--- src/rtl/mask_xbar_pkg.sv ---
// Shared types, default widths and helpers for the mask-unit read crossbar.
// Default field layout of a request and of a lane output entry.
package mask_xbar_pkg;

    localparam int unsigned NUM_IN_DEF   = 4;
    localparam int unsigned NUM_LANE_DEF = 4;
    localparam int unsigned VS_W_DEF     = 5;
    localparam int unsigned OFFSET_W_DEF = 9;
    localparam int unsigned DOFF_W_DEF   = 2;
    localparam int unsigned WIDX_W_DEF   = $clog2(NUM_IN_DEF);
    localparam int unsigned LANE_W_DEF   = $clog2(NUM_LANE_DEF);

    typedef struct packed {
        logic [VS_W_DEF-1:0]     vs;
        logic [OFFSET_W_DEF-1:0] offset;
        logic [DOFF_W_DEF-1:0]   dataOffset;
    } readReq_t;

    typedef struct packed {
        logic [VS_W_DEF-1:0]     vs;
        logic [OFFSET_W_DEF-1:0] offset;
        logic [WIDX_W_DEF-1:0]   writeIndex;
        logic [DOFF_W_DEF-1:0]   dataOffset;
    } readOut_t;

    function automatic logic [15:0] satInc16(input logic [15:0] v);
        return (v == 16'hFFFF) ? v : v + 16'd1;
    endfunction

endpackage

--- src/rtl/mask_xbar_lane.sv ---
// One crossbar lane: round-robin arbiter over requesters, 2-entry output FIFO,
// optional saturating conflict counter (MASK_XBAR_PERF_EN).
module mask_xbar_lane
    import mask_xbar_pkg::*;
#(
    parameter int NUM_IN   = NUM_IN_DEF,
    parameter int VS_W     = VS_W_DEF,
    parameter int OFFSET_W = OFFSET_W_DEF,
    parameter int DOFF_W   = DOFF_W_DEF,
    parameter int WIDX_W   = $clog2(NUM_IN)
) (
    input  logic                       clock,
    input  logic                       reset,
    input  logic [NUM_IN-1:0]          cand,
    input  logic [NUM_IN*VS_W-1:0]     reqVs,
    input  logic [NUM_IN*OFFSET_W-1:0] reqOffset,
    input  logic [NUM_IN*DOFF_W-1:0]   reqDataOffset,
    input  logic                       outReady,
    output logic [NUM_IN-1:0]          grant,
    output logic                       outValid,
    output logic [VS_W-1:0]            outVs,
    output logic [OFFSET_W-1:0]        outOffset,
    output logic [WIDX_W-1:0]          outWriteIndex,
    output logic [DOFF_W-1:0]          outDataOffset
`ifdef MASK_XBAR_PERF_EN
    ,
    output logic [15:0]                conflictCnt
`endif
);

    localparam int ENTRY_W = VS_W + OFFSET_W + WIDX_W + DOFF_W;

    logic [WIDX_W-1:0]  ptr, winner, idx;
    logic               found, canAccept, push, pop;
    logic [1:0]         count;
    logic               rdPtr, wrPtr;
    logic [ENTRY_W-1:0] mem [2];
    logic [ENTRY_W-1:0] newEntry;

    // First candidate at or after the pointer, wrapping at NUM_IN.
    always_comb begin
        found  = 1'b0;
        winner = '0;
        idx    = '0;
        for (int k = 0; k < NUM_IN; k++) begin
            idx = WIDX_W'((int'(ptr) + k) % NUM_IN);
            if (!found && cand[idx]) begin
                found  = 1'b1;
                winner = idx;
            end
        end
    end

    assign canAccept = (count != 2'd2) || outReady;
    assign push      = found && canAccept;
    assign pop       = (count != 2'd0) && outReady;
    assign grant     = push ? (NUM_IN'(1) << winner) : '0;
    assign newEntry  = {reqVs[winner*VS_W +: VS_W], reqOffset[winner*OFFSET_W +: OFFSET_W],
                        winner, reqDataOffset[winner*DOFF_W +: DOFF_W]};

    assign outValid = (count != 2'd0);
    assign {outVs, outOffset, outWriteIndex, outDataOffset} = mem[rdPtr];

    always_ff @(posedge clock or negedge reset) begin
        if (!reset) begin
            mem[0] <= '0;
            mem[1] <= '0;
            rdPtr  <= 1'b0;
            wrPtr  <= 1'b0;
            count  <= 2'd0;
            ptr    <= '0;
        end else begin
            if (push) begin
                mem[wrPtr] <= newEntry;
                wrPtr      <= ~wrPtr;
                ptr        <= (winner == WIDX_W'(NUM_IN - 1)) ? '0 : winner + 1'b1;
            end
            if (pop) begin
                rdPtr <= ~rdPtr;
            end
            case ({push, pop})
                2'b10:   count <= count + 2'd1;
                2'b01:   count <= count - 2'd1;
                default: count <= count;
            endcase
        end
    end

`ifdef MASK_XBAR_PERF_EN
    always_ff @(posedge clock or negedge reset) begin
        if (!reset) begin
            conflictCnt <= 16'd0;
        end else if (($countones(cand) >= 2) || (found && !canAccept)) begin
            conflictCnt <= satInc16(conflictCnt);
        end
    end
`endif

endmodule

--- src/rtl/mask_unit_read_xbar_rr.sv ---
// Registered mask-unit read crossbar: NUM_IN requesters to NUM_LANE lanes with
// per-lane round-robin and 2-entry buffers. MASK_XBAR_PERF_EN adds conflict_cnt.
module mask_unit_read_xbar_rr
    import mask_xbar_pkg::*;
#(
    parameter int NUM_IN   = NUM_IN_DEF,
    parameter int NUM_LANE = NUM_LANE_DEF,
    parameter int VS_W     = VS_W_DEF,
    parameter int OFFSET_W = OFFSET_W_DEF,
    parameter int DOFF_W   = DOFF_W_DEF
) (
    input  logic                                 clock,
    input  logic                                 reset,
    input  logic [NUM_IN-1:0]                    in_valid,
    output logic [NUM_IN-1:0]                    in_ready,
    input  logic [NUM_IN*VS_W-1:0]               in_vs,
    input  logic [NUM_IN*OFFSET_W-1:0]           in_offset,
    input  logic [NUM_IN*$clog2(NUM_LANE)-1:0]   in_readLane,
    input  logic [NUM_IN*DOFF_W-1:0]             in_dataOffset,
    output logic [NUM_LANE-1:0]                  out_valid,
    input  logic [NUM_LANE-1:0]                  out_ready,
    output logic [NUM_LANE*VS_W-1:0]             out_vs,
    output logic [NUM_LANE*OFFSET_W-1:0]         out_offset,
    output logic [NUM_LANE*$clog2(NUM_IN)-1:0]   out_writeIndex,
    output logic [NUM_LANE*DOFF_W-1:0]           out_dataOffset
`ifdef MASK_XBAR_PERF_EN
    ,
    output logic [NUM_LANE*16-1:0]               conflict_cnt
`endif
);

    localparam int LANE_W = $clog2(NUM_LANE);
    localparam int WIDX_W = $clog2(NUM_IN);

    logic [NUM_IN-1:0] laneCand  [NUM_LANE];
    logic [NUM_IN-1:0] laneGrant [NUM_LANE];
    logic [NUM_IN-1:0] readyAll;

    always_comb begin
        laneCand = '{default: '0};
        for (int l = 0; l < NUM_LANE; l++) begin
            for (int i = 0; i < NUM_IN; i++) begin
                laneCand[l][i] = in_valid[i] && (in_readLane[i*LANE_W +: LANE_W] == LANE_W'(l));
            end
        end
    end

    // Each requester targets one lane, so at most one lane can grant it.
    always_comb begin
        readyAll = '0;
        for (int l = 0; l < NUM_LANE; l++) begin
            readyAll = readyAll | laneGrant[l];
        end
        in_ready = readyAll & {NUM_IN{reset}};
    end

    for (genvar l = 0; l < NUM_LANE; l++) begin : gLane
        mask_xbar_lane #(
            .NUM_IN   (NUM_IN),
            .VS_W     (VS_W),
            .OFFSET_W (OFFSET_W),
            .DOFF_W   (DOFF_W),
            .WIDX_W   (WIDX_W)
        ) uLane (
            .clock         (clock),
            .reset         (reset),
            .cand          (laneCand[l]),
            .reqVs         (in_vs),
            .reqOffset     (in_offset),
            .reqDataOffset (in_dataOffset),
            .outReady      (out_ready[l]),
            .grant         (laneGrant[l]),
            .outValid      (out_valid[l]),
            .outVs         (out_vs[l*VS_W +: VS_W]),
            .outOffset     (out_offset[l*OFFSET_W +: OFFSET_W]),
            .outWriteIndex (out_writeIndex[l*WIDX_W +: WIDX_W]),
            .outDataOffset (out_dataOffset[l*DOFF_W +: DOFF_W])
`ifdef MASK_XBAR_PERF_EN
            ,
            .conflictCnt   (conflict_cnt[l*16 +: 16])
`endif
        );
    end

endmodule

--- config.mk ---
export PLATFORM = sky130hd
export DESIGN_NAME = mask_unit_read_xbar_rr
export DESIGN_NICKNAME = d
export VERILOG_FILES = /design/src/rtl/mask_xbar_pkg.sv /design/src/rtl/mask_xbar_lane.sv /design/src/rtl/mask_unit_read_xbar_rr.sv
export SDC_FILE = /design/constraint.sdc
export NUM_CORES = 1
export LEC_CHECK = 0
export ABC_AREA = 1
export BUFFER_PORTS_ARGS = -buffer_cell sky130_fd_sc_hd__buf_2
export CAP_MARGIN = 20
export CORE_MARGIN = 2
export CORE_UTILIZATION = 30
export CTS_BUF_LIST = sky130_fd_sc_hd__clkbuf_16
export CTS_CLUSTER_SIZE = 40
export DETAILED_ROUTE_END_ITERATION = 12
export MAX_ROUTING_LAYER = met4
export PLACE_DENSITY = 0.59
export SLEW_MARGIN = 20
export SYNTH_ARGS = -nofsm -noshare
export SYNTH_HDL_FRONTEND = slang
export SYNTH_SLANG_ARGS = --single-unit
export TNS_END_PERCENT = 5
--- constraint.sdc ---
create_clock -name clock -period 4.3 [get_ports clock]
set_clock_uncertainty 0.15 [all_clocks]
set_input_delay 0.645 -clock clock [delete_from_list [all_inputs] [get_ports clock]]
set_output_delay 0.645 -clock clock [all_outputs]
set_load 0.03 [all_outputs]
==> impl_metrics.json, run 1 <==
{
  "status": "complete, no violations",
  "numCtsBuffers": 17,
  "syn_nets": 1839,
  "path_max_fanout": 17,
  "synth_cells": 1737,
  "clk_pin_slew_ns": 0.08,
  "synthAdderAreaFrac_pct": 2.16,
  "fin_area_sq_um": 13200,
  "fmax_mhz": 251,
  "cts.sinks": 168,
  "grt_max_degree": 59,
  "worst_pin_slew_ns": 0.789,
  "fin_setup_tns_ns": 0,
  "synthMuxAreaShare_pct": 0,
  "fin_util_pct": 35.0,
  "synth_compound_area_share_pct": 2.53,
  "min_period_ns": 3.99,
  "drive_gt1_share_pct": 15.1,
  "final_max_slew_viol_count": 0,
  "areaGrowthSynthToFinish_pct": 14.4,
  "via_count": 12200,
  "drt_iter0_drc": 1319,
  "wirelength_mm": 43.8,
  "cts_root_buffer": "clkbuf_16",
  "worstHoldPathCells": 2,
  "drc": 0,
  "cts_tree": "yes",
  "placed_cell_area_sq_um": 12600,
  "die_h_um": 200,
  "relSlewSlack_pct": 47.4,
  "ios": 162,
  "worstHoldEndpoint": "gLane[0].uLane.mem[32]",
  "clockBufferDepth": 2,
  "gp_congestion": 0.882,
  "grt_pass1_vias": 11500,
  "vias_per_cell": 5.13,
  "required_ns": 3.50,
  "finish.net_count": 1948,
  "hpwl_mm": 32.2,
  "ant_nets": 0,
  "crit_type": "reg2out",
  "synth_cell_types": 36,
  "endpoint_kind": "primary output",
  "numPortBuffers": 161,
  "hold_class": "reg2reg",
  "ys_ff_latch": 168,
  "min-delay-start": "gLane[0].uLane.mem[32]",
  "synthXorXnorAreaFrac_pct": 1.19,
  "synth_top_family_by_area": "simple AND/OR/NAND/NOR gates",
  "clock_latency_ns": 0.45,
  "wl_per_cell_um": 18.5,
  "antenna_found_initial": 3,
  "r2r_cells": 10,
  "r2r_slack_ns": 1.44,
  "start_kind": "flop",
  "reg2reg_from": "gLane[0].uLane.ptr[0]",
  "fp.dieW_um": 200,
  "htree_levels": 4,
  "startpoint": "gLane[2].uLane.ptr[0]",
  "critPathArrivalTime_ns": 3.19,
  "synth-simple-area-share_pct": 48.6,
  "core-area_sq_um": 37800,
  "overflow": 0,
  "syn-cell-area_sq_um": 11600,
  "synth_warnings": 0,
  "place_inst": 2337,
  "synth_area_per_cell_sq_um": 6.66,
  "cap_violations": 0,
  "grt_pass1_wl_mm": 67.8,
  "hold_viol": 0,
  "grt_usage_pct": 22.3,
  "rsz0062_at_grt": "no",
  "finalSetupViolations": 0,
  "layoutNonFillerInstCount": 2374,
  "ys_seq_area_share_pct": 36.4,
  "die-area_sq_um": 40100,
  "fin_crit_sh_pct": 92.8,
  "initial_core_util_pct": 30.5,
  "drt_first_pass_iters": 6,
  "std_cell_rows": 71,
  "rr_endpoint": "gLane[0].uLane.mem[2]"
}
-- flip-flops by register name, summed over array words and instances, names as in the netlist --
register / count
gLane.uLane.rdPtr: 4
gLane.uLane.mem: 144
gLane.uLane.count: 8
gLane.uLane.wrPtr: 4
gLane.uLane.ptr: 8
-- cells by family after synthesis --
| group | after synthesis |
|---|---|
| AO/OA/AOI/OAI | 56 |
| flip-flops | 168 |
| adder cells (fa/ha/maj) | 20 |
| buffers and inverters | 226 |
| AND/OR/NAND/NOR | 1253 |
| XOR/XNOR | 14 |
-- per-stage QoR --
| stage | worst slack (ns) | hold WS [ns] |
|---|---|---|
| after floorplan | 0.957 | 0.199 |
| after global placement | 0.663 | 0.312 |
| after detailed placement | 0.627 | 0.315 |
| after CTS | 0.222 | 0.333 |
| after global routing | 0.103 | 0.347 |
| final | 0.311 | 0.328 |
-- worst max path at each step --
| stage | cells after the start | slack (ns) | to |
|---|---|---|---|
| 2_1_floorplan | 14 | 0.96 | in_ready[3] |
| 3_3_place_gp | 17 | 0.66 | in_ready[1] |
| 3_5_place_dp | 17 | 0.63 | in_ready[1] |
| 4_1_cts | 16 | 0.22 | in_ready[1] |
| 5_1_grt | 17 | 0.10 | in_ready[3] |
| 6_report | 14 | 0.31 | in_ready[2] |
-- worst max-delay path: stages, from the launching register on --
cell,delay [ns]
dfrtp_1,0.62
inv_2,0.16
nand4_1,0.11
nand2_1,0.11
nor2_1,0.24
nand3_2,0.15
nand3_2,0.11
nor2b_1,0.21
buf_4,0.28
ha_1,0.17
nand2_1,0.07
nand3_1,0.10
a21oi_1,0.04
nor2_1,0.16
buf_2,0.23
-- synth_stat cells, drive strengths merged --
master	instances	area (sq um)
nand2	791	3040
nand3	343	1810
dfrtp	168	4200
inv	127	482
buf	80	504
nand4	80	537
o21ai	43	223
nor2	31	183
ha	20	250
clkbuf	16	60.1
a21oi	11	55.1
xor2	8	70.1
xnor2	6	67.6
nand3b	5	37.5
clkinv	3	11.3
and2	2	12.5
a21boi	1	7.51
nor2b	1	6.26
o21bai	1	7.51
-- layout by cell type, fill, tap and decap left out, types with 6 or more instances in the layout --
| cell type | n |
|---|---|
| o21ai_0 | 29 |
| buf_2 | 160 |
| nand2_1 | 774 |
| o21ai_1 | 12 |
| ha_1 | 20 |
| nand3_1 | 328 |
| inv_2 | 14 |
| clkbuf_16 | 17 |
| nor2_1 | 22 |
| inv_8 | 6 |
| xor2_1 | 8 |
| dfrtp_1 | 167 |
| a21oi_1 | 11 |
| nand3_2 | 13 |
| nand2_2 | 12 |
| buf_4 | 24 |
| nand4_1 | 77 |
| inv_1 | 111 |
| nor2_4 | 6 |
-- metal layers --
metal	track usage, %	up-vias	wire length, um
li1	-	5824	-
met1	29.8	5786	19300
met2	34.1	474	20000
met3	3.87	91	3270
met4	7.41	0	1270
met5	-	-	0
-- final cells by class --
class                   instances  area (sq um)
inverters                     130           493
fillers                      4112         24600
flip-flops and latches        168          4210
multi-input cells            1343          6300
clock buffers                  17           425
diodes                          4          10.0
clock inverters                15           155
well taps                     511           639
repair buffers                186          1000
-- what timing repair did --
action / 4_1_cts / 5_1_grt
hold buffers: 1 / 0
resized for setup: 0 / 1
endpoints found under the hold margin: 21 / 0
setup endpoints to repair: 0 / 1
setup buffers: 0 / 0
Power of run 1 is not shown: default switching activity piles up to over one toggle a cycle in this logic, so the estimate is an artifact.
==> run 2: changes to the inputs <==
==> constraint.sdc (replaced) <==
create_clock -name clock -period 3.9 [get_ports clock]
set_clock_uncertainty 0.15 [all_clocks]
set_input_delay 0.585 -clock clock [delete_from_list [all_inputs] [get_ports clock]]
set_output_delay 0.585 -clock clock [all_outputs]
set_load 0.03 [all_outputs]
==> run 2 against run 1 <==
  * Register-to-register slack got worse by 0.23 ns
  * Utilization grew 0.28 points
  * Die area did not move
  * Non-clock buffer count grew 5
==> impl_metrics.json, run 2 (same netlist as run 1, synthesis figures left out) <==
{
  "numPortBuffers": 161,
  "slowest_delay_ns": 0.53,
  "critPathArrivalTime_ns": 2.90,
  "cts_tree": "yes",
  "numCtsBuffers": 17,
  "top_register": "gLane.uLane.mem",
  "placed_cell_area_sq_um": 12700,
  "rsz0062_at_grt": "no",
  "final_common_cell": "nand2_1",
  "drc": 0,
  "path_buf_inv": 3,
  "fp.dieW_um": 200,
  "grt_usage_pct": 22.0,
  "cap_violations": 0,
  "std_cell_rows": 71,
  "hold_class": "in2reg",
  "fin_crit_sh_pct": 93.3,
  "fin_area_sq_um": 13300,
  "clk_pin_slew_ns": 0.08,
  "drive_gt1_share_pct": 15.5,
  "antenna_found_initial": 12,
  "final_max_slew_viol_count": 0,
  "htree_levels": 4,
  "hpwl_mm": 31.4,
  "via_count": 12300,
  "die-area_sq_um": 40100,
  "wl_per_cell_um": 18.2,
  "final_cell_mix": "nand2_1, nand3_1, dfrtp_1, buf_2, inv_1",
  "fin_setup_tns_ns": 0,
  "ant_nets": 0,
  "grt_pass1_wl_mm": 67.4,
  "gp_congestion": 0.902,
  "required_ns": 3.16,
  "status": "complete, no violations",
  "grt_pass1_vias": 11400,
  "grt_max_degree": 126,
  "finalSetupViolations": 0,
  "areaGrowthSynthToFinish_pct": 15.4,
  "start_kind": "flop",
  "min_period_ns": 3.64,
  "reg.largest.list": "gLane.uLane.mem x144, gLane.uLane.count x8, gLane.uLane.ptr x8",
  "cts_root_buffer": "clkbuf_16",
  "fin_util_pct": 35.2,
  "hold_viol": 0,
  "cp_common_cell": "nor2_1",
  "path_max_fanout": 10,
  "die_h_um": 200,
  "drt_first_pass_iters": 5,
  "wirelength_mm": 43.5,
  "cts.sinks": 168,
  "fmax_mhz": 275,
  "crit_slowest_cell": "dfrtp_2",
  "worst_pin_slew_ns": 0.799,
  "initial_core_util_pct": 30.5,
  "clockBufferDepth": 2,
  "ios": 162,
  "crit_type": "reg2out",
  "vias_per_cell": 5.13,
  "largest_register_ffs": 144,
  "endpoint_kind": "primary output",
  "overflow": 0,
  "crit_family": "simple AND/OR/NAND/NOR gates",
  "crit_chain": "inv_2 -> nand4_1 -> nand2_1 -> nor2_1 -> nand3_2 -> nand3_2 -> nor2b_1 -> ha_1 -> inv_1 -> o21ai_0 -> nor2_1 -> nor2_1 -> buf_2",
  "core-area_sq_um": 37800,
  "drt_iter0_drc": 1064,
  "relSlewSlack_pct": 46.8,
  "finish.net_count": 1953,
  "clock_latency_ns": 0.44
}
==> run 2: changes by cell type in the layout (fill, tap and decap cells not counted), sizes merged <==
cell,delta
diode,+8
buf,+5
clkinv,+2
inv,-2
==> run 2: per-layer routing <==
layer	track usage, %	vias up	part of all wire, %
li1	-	5853	-
met1	30.5	5744	45
met2	32.0	570	44
met3	3.99	84	8.3
met4	8.02	0	2.9
met5	-	-	0
==> run 2: path summary, 6_finish.rpt <==
path	cells past startpoint	slack, ns	end	startpoint
max	13	0.26	in_ready[3]	gLane[2].uLane.ptr[0]
min	3	0.30	gLane[1].uLane.rdPtr	out_ready[1]
max reg2reg	11	1.21	gLane[3].uLane.mem[2]	gLane[3].uLane.ptr[0]
min reg2reg	2	0.33	gLane[0].uLane.mem[11]	gLane[0].uLane.mem[11]
max in group asynchronous	3	1.94	gLane[2].uLane.mem[16]	reset
min in group asynchronous	2	0.50	gLane[3].uLane.mem[20]	reset
==> run 2: layout make-up <==
class / count / area, sq um
tap: 511 / 639
sequential: 168 / 4210
multi-input combinational: 1343 / 6310
clock inverter: 15 / 178
fill: 4091 / 24500
antenna: 12 / 30.0
timing repair buffer: 191 / 1050
inverter: 130 / 498
clock buffer: 17 / 425
==> run 2: repair_timing <==
item	4_1_cts	5_1_grt
setup endpoints to repair	1	4
cloned	0	0
buffers inserted	0	0
resized for setup	1	4
hold buffers	1	0
endpoints found under the hold margin	43	0
==> run 2: worst reg2reg max path: stages, from the launching register on <==
cell and delay, ns:
dfrtp_1 0.53, inv_2 0.11, nand2_1 0.10, nand2_1 0.06, o21ai_1 0.23, inv_1 0.11, nand3b_1 0.14, nand2_4 0.11
nor2_4 0.35, inv_1 0.44, nand2_1 0.16, o21ai_1 0.07
==> run 2: through the flow <==
| step | std cells | worst slack, ns | hold slack (ns) |
|---|---|---|---|
| final | 2387 | 0.260 | 0.301 |
| after global routing | 2387 | 0.00135 | 0.307 |
| after CTS | 2375 | 0.0825 | 0.297 |
| after detailed placement | 2342 | 0.349 | 0.315 |
| after global placement | 2342 | 0.359 | 0.312 |
| after floorplan | 1737 | 0.677 | 0.139 |
Power of run 2 is left out for the same reason.
==> run 3: changes to the inputs <==
--- a/config.mk
+++ b/config.mk
@@ -8,7 +8,7 @@
 export ABC_AREA = 1
 export BUFFER_PORTS_ARGS = -buffer_cell sky130_fd_sc_hd__buf_2
 export CAP_MARGIN = 20
-export CORE_MARGIN = 2
+export CORE_MARGIN = 5
 export CORE_UTILIZATION = 30
 export CTS_BUF_LIST = sky130_fd_sc_hd__clkbuf_16
 export CTS_CLUSTER_SIZE = 40
==> run 3 against run 2 <==
  * Wire length is 2.2% higher
  * Clock-buffer cell count stayed put
  * Register-to-register slack hardly changed
  * Global-route usage is 0.90 points lower
  * Via count is 0.55% higher
  * Die area is 6.1% higher
  * Critical path depth is 3 higher
  * Critical endpoint is now in_ready[1]
  * Highest routed layer unchanged
==> impl_metrics.json, run 3 (same netlist as run 1, synthesis figures left out) <==
{
  "crit_type": "reg2out",
  "critPathArrivalTime_ns": 2.91,
  "grt_max_degree": 124,
  "reg2reg_from": "gLane[2].uLane.ptr[0]",
  "min_period_ns": 3.65,
  "path_max_fanout": 20,
  "dp_slack_ns": 0.360,
  "vias_per_cell": 5.14,
  "grt_usage_pct": 21.1,
  "wl_per_cell_um": 18.6,
  "cap_violations": 0,
  "finalSetupViolations": 0,
  "status": "complete, no violations",
  "worst_pin_slew_ns": 0.750,
  "via_count": 12300,
  "hold_viol": 0,
  "gp_congestion": 0.904,
  "final_common_cell": "nand2_1",
  "grt_pass1_wl_mm": 68.4,
  "clock_latency_ns": 0.44,
  "htree_levels": 4,
  "initial_core_util_pct": 30.1,
  "hold_class": "in2async",
  "r2r_slack_ns": 1.21,
  "clk_pin_slew_ns": 0.08,
  "relSlewSlack_pct": 49.9,
  "top_register": "gLane.uLane.mem",
  "drt_iter0_drc": 1435,
  "grt_pass1_vias": 11700,
  "hpwl_mm": 32.0,
  "rr_endpoint": "gLane[2].uLane.mem[2]",
  "required_ns": 3.16,
  "die_h_um": 206,
  "std_cell_rows": 72,
  "final_max_slew_viol_count": 0,
  "drc": 0,
  "ant_nets": 0,
  "antenna_found_initial": 12,
  "finish.net_count": 1954,
  "numPortBuffers": 161,
  "r2r_cells": 10,
  "overflow": 0,
  "numCtsBuffers": 17,
  "endpoint_kind": "primary output",
  "startpoint": "gLane[1].uLane.ptr[1]",
  "largest_register_ffs": 144,
  "start_kind": "flop",
  "cts_root_buffer": "clkbuf_16",
  "fp.dieW_um": 206,
  "fin_util_pct": 34.8,
  "ios": 162,
  "core-area_sq_um": 38400,
  "reg.largest.list": "gLane.uLane.mem x144, gLane.uLane.count x8, gLane.uLane.ptr x8",
  "rsz0062_at_grt": "no",
  "drive_gt1_share_pct": 15.7,
  "holdBufCountCts": 0,
  "cts.sinks": 168,
  "fmax_mhz": 274,
  "drt_first_pass_iters": 8,
  "clockBufferDepth": 2,
  "worstSetupEndpoint": "in_ready[1]",
  "fin_ws_ns": 0.254,
  "cts_tree": "yes",
  "wirelength_mm": 44.4,
  "areaGrowthSynthToFinish_pct": 15.5,
  "fin_crit_sh_pct": 93.5,
  "die-area_sq_um": 42600,
  "final_cell_mix": "nand2_1, nand3_1, dfrtp_1, buf_2, inv_1",
  "fin_setup_tns_ns": 0
}
-- run 3: cell count changes in the layout (fill, tap and decap cells not counted), sizes merged --
cell	delta
clkinv	+2
dlygate4sd3	-1
clkinvlp	-1
inv	-1
buf	+2
-- run 3: worst min path at each step --
stage | slack, ns | depth (start not counted) | from | to
6_report | 0.14 | 2 | reset | gLane[1].uLane.ptr[1]
5_1_grt | 0.19 | 2 | reset | gLane[1].uLane.ptr[1]
4_1_cts | 0.17 | 2 | reset | gLane[1].uLane.ptr[1]
3_5_place_dp | 0.32 | 2 | gLane[1].uLane.mem[22] | gLane[1].uLane.mem[22]
3_3_place_gp | 0.31 | 2 | gLane[1].uLane.mem[35] | gLane[1].uLane.mem[35]
2_1_floorplan | 0.14 | 0 | reset | gLane[0].uLane.count[0]
-- run 3: metrics by stage --
| stage | cell area, sq um | hold WS, ns | instances |
|---|---|---|---|
| after floorplan | 11600 | 0.139 | 1737 |
| after global placement | 12700 | 0.312 | 2351 |
| final | 13400 | 0.144 | 2395 |
| after global routing | 13400 | 0.188 | 2395 |
| after detailed placement | 12700 | 0.315 | 2351 |
| after CTS | 13300 | 0.168 | 2383 |
-- run 3: what timing repair did --
action,in CTS,in global routing
hold endpoints to repair,0,0
resized for setup,1,6
setup buffers,0,0
setup endpoints to repair,1,4
pin swaps,0,0
-- run 3: critical path: stages (launching register included) --
cell and delay [ns]:
dfrtp_1 0.52, inv_2 0.14, nand2_1 0.08, nand2_1 0.09, nand3_1 0.11, nand2_2 0.11, nand2_2 0.12, nand2_1 0.07
nand3_2 0.12, nand2_8 0.12, inv_4 0.21, ha_1 0.18, nand2_1 0.05, nand3_1 0.09, a21oi_1 0.04, nor2_1 0.17
buf_2 0.23
-- run 3: layout make-up --
cell class              instances  area (sq um)
inverters                     130           495
well taps                     518           648
repair buffers                192          1060
flip-flops and latches        168          4210
diodes                         12          30.0
multi-input cells            1343          6310
clock inverters                15           176
clock buffers                  17           425
fillers                      4200         25000
-- run 3: routing by layer --
| layer | wire length (um) | global-route usage (%) | vias up |
|---|---|---|---|
| met1 | 19500 | 28.4 | 5783 |
| li1 | - | - | 5856 |
| met4 | 1460 | 7.32 | 0 |
| met3 | 3970 | 4.97 | 115 |
| met2 | 19500 | 31.3 | 564 |
| met5 | 0 | - | - |
Power of run 3 is left out for the same reason.
